## src/rtl/call_stack_ctrl.sv

```systemverilog
// Hardware return-address stack for a jump-with-link controller.
// Tracks depth with a count register, flags over/underflow, and freezes in FAULT until clrErr.
module call_stack_ctrl #(
    parameter int AW    = 13,
    parameter int DEPTH = 8
) (
    input  logic                     clk,
    input  logic                     rst,
    input  logic                     push,
    input  logic                     pop,
    input  logic [AW-1:0]            pushAddr,
    input  logic                     clrErr,
    output logic [AW-1:0]            topAddr,
    output logic [$clog2(DEPTH):0]   count,
    output logic                     empty,
    output logic                     full,
    output logic                     overflow,
    output logic                     underflow,
    output logic                     fault
);

    localparam int IW = $clog2(DEPTH);
    localparam int CW = IW + 1;
    localparam logic [CW-1:0] ONE      = CW'(1);
    localparam logic [CW-1:0] FULL_CNT = CW'(DEPTH);

    typedef enum logic {
        ST_RUN   = 1'b0,
        ST_FAULT = 1'b1
    } state_t;

    state_t        r_state, w_state_nxt;
    logic [CW-1:0] r_count, w_count_nxt;
    logic          r_ovf, r_unf, w_ovf_nxt, w_unf_nxt;
    logic [AW-1:0] r_mem [DEPTH];

    logic          w_wr_en;
    logic [IW-1:0] w_wr_idx;
    logic [CW-1:0] w_count_m1;
    logic [IW-1:0] w_top_idx;

    assign w_count_m1 = r_count - ONE;
    assign w_top_idx  = w_count_m1[IW-1:0];

    always_comb begin
        w_state_nxt = r_state;
        w_count_nxt = r_count;
        w_ovf_nxt   = r_ovf;
        w_unf_nxt   = r_unf;
        w_wr_en     = 1'b0;
        w_wr_idx    = r_count[IW-1:0];

        if (clrErr) begin
            w_state_nxt = ST_RUN;
            w_count_nxt = '0;
            w_ovf_nxt   = 1'b0;
            w_unf_nxt   = 1'b0;
        end else if (r_state == ST_RUN) begin
            if (push && pop) begin
                // Simultaneous call and return replaces the top entry in place.
                if (r_count != '0) begin
                    w_wr_en  = 1'b1;
                    w_wr_idx = w_top_idx;
                end else begin
                    w_unf_nxt   = 1'b1;
                    w_state_nxt = ST_FAULT;
                end
            end else if (push) begin
                if (r_count != FULL_CNT) begin
                    w_wr_en     = 1'b1;
                    w_count_nxt = r_count + ONE;
                end else begin
                    w_ovf_nxt   = 1'b1;
                    w_state_nxt = ST_FAULT;
                end
            end else if (pop) begin
                if (r_count != '0) begin
                    w_count_nxt = w_count_m1;
                end else begin
                    w_unf_nxt   = 1'b1;
                    w_state_nxt = ST_FAULT;
                end
            end
        end
    end

    always_ff @(posedge clk or negedge rst) begin
        if (!rst) begin
            r_state <= ST_RUN;
            r_count <= '0;
            r_ovf   <= 1'b0;
            r_unf   <= 1'b0;
        end else begin
            r_state <= w_state_nxt;
            r_count <= w_count_nxt;
            r_ovf   <= w_ovf_nxt;
            r_unf   <= w_unf_nxt;
        end
    end

    // Entry storage is deliberately unreset; only entries below count are ever observed.
    always_ff @(posedge clk) begin
        if (w_wr_en && rst) begin
            r_mem[w_wr_idx] <= pushAddr;
        end
    end

    assign topAddr   = (r_count != '0) ? r_mem[w_top_idx] : '0;
    assign count     = r_count;
    assign empty     = (r_count == '0);
    assign full      = (r_count == FULL_CNT);
    assign overflow  = r_ovf;
    assign underflow = r_unf;
    assign fault     = (r_state == ST_FAULT);

endmodule
```

## config.mk

```make
export PLATFORM = sky130hd
export DESIGN_NAME = call_stack_ctrl
export DESIGN_NICKNAME = d
export VERILOG_FILES = /design/src/rtl/call_stack_ctrl.sv
export SDC_FILE = /design/constraint.sdc
export NUM_CORES = 1
export LEC_CHECK = 0
export ABC_AREA = 1
export ABC_CLOCK_PERIOD_IN_PS = 7750
export CORE_MARGIN = 2
export CORE_UTILIZATION = 25
export CTS_CLUSTER_DIAMETER = 150
export CTS_CLUSTER_SIZE = 20
export DETAILED_ROUTE_END_ITERATION = 16
export GPL_TIMING_DRIVEN = 1
export SYNTH_ARGS = -nofsm -noshare
export SYNTH_HDL_FRONTEND = slang
export SYNTH_SLANG_ARGS = --single-unit
```

## constraint.sdc

```tcl
create_clock -name clk -period 7.75 [get_ports clk]
set_input_delay 1.1625 -clock clk [delete_from_list [all_inputs] [get_ports clk]]
set_output_delay 1.1625 -clock clk [all_outputs]
set_load 0.02 [all_outputs]
```

==> metrics <==
outcome=finished, final reports clean; total DRC errors in the routed layout=0; die extent in y=142 um; core box area=18600 um2; top cell types by occurrence after synthesis=105 x sky130_fd_sc_hd__nor2_1, 104 x sky130_fd_sc_hd__edfxtp_1, 53 x sky130_fd_sc_hd__o21ai_0; power per cell area=400 nW/um2; layout-stage area growth over the synthesis result=18.7%; number of inserted filler cells in the final layout=between 1500 and 2000; maximum buffer depth of the clock tree=2; number of standard cells in the layout, taps in and fillers out=690; number of buffers inserted during clock tree synthesis=9; cell total after placement=675; Max Freq=approximately 180 MHz; Final Hold Violating Endpoints=0; leading cell type by number of instances after synthesis=sky130_fd_sc_hd__nor2_1; setup violation total in the final timing report=0; number of antenna violations at the first check in global routing=0; clock period minus worst slack=5.52 ns; startpoint kind of the worst setup timing path=flip-flop; overall die width=142 um; Post-DRT Antenna Nets=0; CTS hold repair buffers=0; number of standard cells after synthesis=417; number of top-level pins=40; unrepaired setup endpoints after global routing=no; type of element capturing the critical path=output pin; NumNets Final=472; final worst path period share=about 71%; remaining global-route overflow=0; buffer count from post-CTS setup fixing=0; data arrival time of the worst path=4.36 ns; clock network fraction of total power=18.9%; Total Routing Usage GR=10.8%; total number of clock tree sinks=roughly 110; worst hold-check path type=reg -> reg; actual slew at the worst max-slew pin=around 1.1 ns; Slew Limit Headroom=approximately 24%; number of antenna diodes=0; post-synth cell types=25; VDD IR max=approximately 0.14 mV; net switching fraction of the power=41.2%; Synth area leader=sky130_fd_sc_hd__edfxtp_1; number of global-route vias before repair=3158; Synth area leaders=sky130_fd_sc_hd__edfxtp_1 66%, sky130_fd_sc_hd__nor2_1 8.3%, sky130_fd_sc_hd__o21ai_0 5.6%; Register Area=3300 um2; IO buf count=39; area share of the leading cell type in the synthesized netlist=between 60% and 70%; fraction of layout instances using a drive strength above 1=7.46%; number of enable-type register cells in the synthesized netlist=104; Clock Skew=0.00648 ns; switching component of the power=slightly above 900 uW; largest net degree at the start of global routing=61; total via count after detailed routing=roughly 3100; DR vias/cell=4.56; required time of the critical path=6.59 ns; clock tree from TritonCTS=done; sequential share of power=31.7%; Root Buffer=sky130_fd_sc_hd__clkbuf_16; final number of max-transition violations=0; Crit Path Max Fanout=60; cell area after synthesis=between 4000 and 5000 um2; top_reg_cell synth=sky130_fd_sc_hd__edfxtp_1; clock latency of the later-clocked register in the worst-skew pair=between 0.3 and 0.4 ns; Clock transition at path regs=0.06 ns; # H-tree levels=3; Syn Nets=437; max cap viols=0; static leakage=0.00193 uW; total of flip-flops plus latches after synthesis=111; estimated wirelength of the detail-placed design=~6.4 mm; wire length of the first global-routing pass=16.6 mm; setup total negative slack=0 ns; starting utilization of the core area=25.4%; critical path class=reg -> out; sequential cell area fraction in the yosys report=between 60% and 70%; count of TritonRoute iterations in the first routing pass=4; Synth Area per Inst=11.4 um2; area of the die=20100 um2; routability congestion estimate=slightly below 0.8; internal cell power=1320 uW; post_cts resized=0; Gate power share=roughly 49%; proportion of register bits with asynchronous set or reset after synthesis=roughly 6.3%; Total Wirelength=10.4 mm; WL/cell=15.1 um; Yosys warning total=0; First DRT Iteration DRCs=242; area of the multi-input gates=1250 um2; FP Rows=50
[through the flow]
stage,hold WS (ns),instance area (um2),util [%],total power [uW],setup slack [ns]
floorplan,0.590,4740,-,1460,4.44
global placement,0.474,5350,28.7,1830,2.67
detailed placement,0.492,5350,28.7,1850,2.57
CTS,0.509,5620,30.1,2280,2.19
global route,0.516,5620,30.1,2410,1.79
finish,0.498,5620,30.1,2250,2.23
[power groups by stage]
stage / combinational (uW) / sequential [uW] / clock [uW]
4_1_cts: 1130 / 713 / 434
5_1_grt: 1240 / 717 / 456
6_report: 1110 / 712 / 424
3_5_place_dp: 1120 / 727 / 0
2_1_floorplan: 721 / 735 / 0
3_3_place_gp: 1100 / 725 / 0
[cell families (layout without fill, tap and decap cells)]
| kind of cell | after synthesis | in the layout | share of synthesized area, % |
|---|---|---|---|
| AO/OA/AOI/OAI | 90 | 90 | 10.6 |
| XOR/XNOR | 2 | 2 | 0.529 |
| adder cells (fa/ha/maj) | 2 | 2 | 0.528 |
| buffers and inverters | 39 | 78 | 4.04 |
| flip-flops | 111 | 111 | 69.6 |
| AND/OR/NAND/NOR | 173 | 173 | 14.6 |
[worst max-delay path, stage by stage (launching register included)]
cell and delay, ns:
sky130_fd_sc_hd__dfrtp_1 0.32, sky130_fd_sc_hd__buf_4 0.48, sky130_fd_sc_hd__inv_2 0.53, sky130_fd_sc_hd__ha_1 0.70, sky130_fd_sc_hd__buf_4 0.33, sky130_fd_sc_hd__inv_1 0.37, sky130_fd_sc_hd__o21ai_0 0.18, sky130_fd_sc_hd__o22ai_1 0.15
sky130_fd_sc_hd__nor2_1 0.06, sky130_fd_sc_hd__nor2_1 0.20, sky130_fd_sc_hd__clkdlybuf4s50_1 0.64
[per-layer routing]
metal  up-vias  track usage [%]  wire length (um)
met5         -                0                 0
met3        10             2.46               699
li1       1533                -                 -
met2       100             17.3              4850
met1      1506             14.3              4720
met4         0             3.84               150
[final cells by class]
class,instances,share of cell area (%)
timing repair buffer,46,7.88
clock inverter,6,0.757
multi-input combinational,267,22.3
tap,234,5.21
inverter,17,1.14
clock buffer,9,4.01
sequential,111,58.7
[registers in the layout (all words and copies together), names as in the netlist]
register   count
overflow       1
underflow      1
fault          1
count          4
r_mem        104
[final timing paths]
kind / start / to / slack [ns] / cells after the start
max in group asynchronous: rst / overflow$_DFFE_PN0P_ / 6.38 / 1
min in group asynchronous: rst / count[2]$_DFFE_PN0P_ / 1.10 / 1
hold reg to reg: underflow$_DFFE_PN0P_ / underflow$_DFFE_PN0P_ / 0.50 / 2
hold / removal: underflow$_DFFE_PN0P_ / underflow$_DFFE_PN0P_ / 0.50 / 2
setup reg to reg: count[0]$_DFFE_PN0P_ / r_mem[2][5]$_DFFE_PP_ / 3.19 / 9
setup / recovery: count[0]$_DFFE_PN0P_ / topAddr[6] / 2.23 / 10
[cells in the final DEF, fill, tap and decap left out, drive strengths merged]
| cell type | count |
|---|---|
| nand2 | 52 |
| nand3 | 13 |
| dfrtp | 7 |
| ha | 2 |
| clkinv | 3 |
| o21ai | 60 |
| a31oi | 1 |
| nor3 | 1 |
| clkdlybuf4s50 | 39 |
| xnor2 | 1 |
| o22ai | 13 |
| inv | 20 |
| nand4 | 1 |
| xor2 | 1 |
| clkbuf | 9 |
| a21oi | 3 |
| edfxtp | 104 |
| o211ai | 13 |
| nor2 | 105 |
| nor3b | 1 |
| buf | 7 |
No activity file was read; power rests on OpenSTA's default activity.
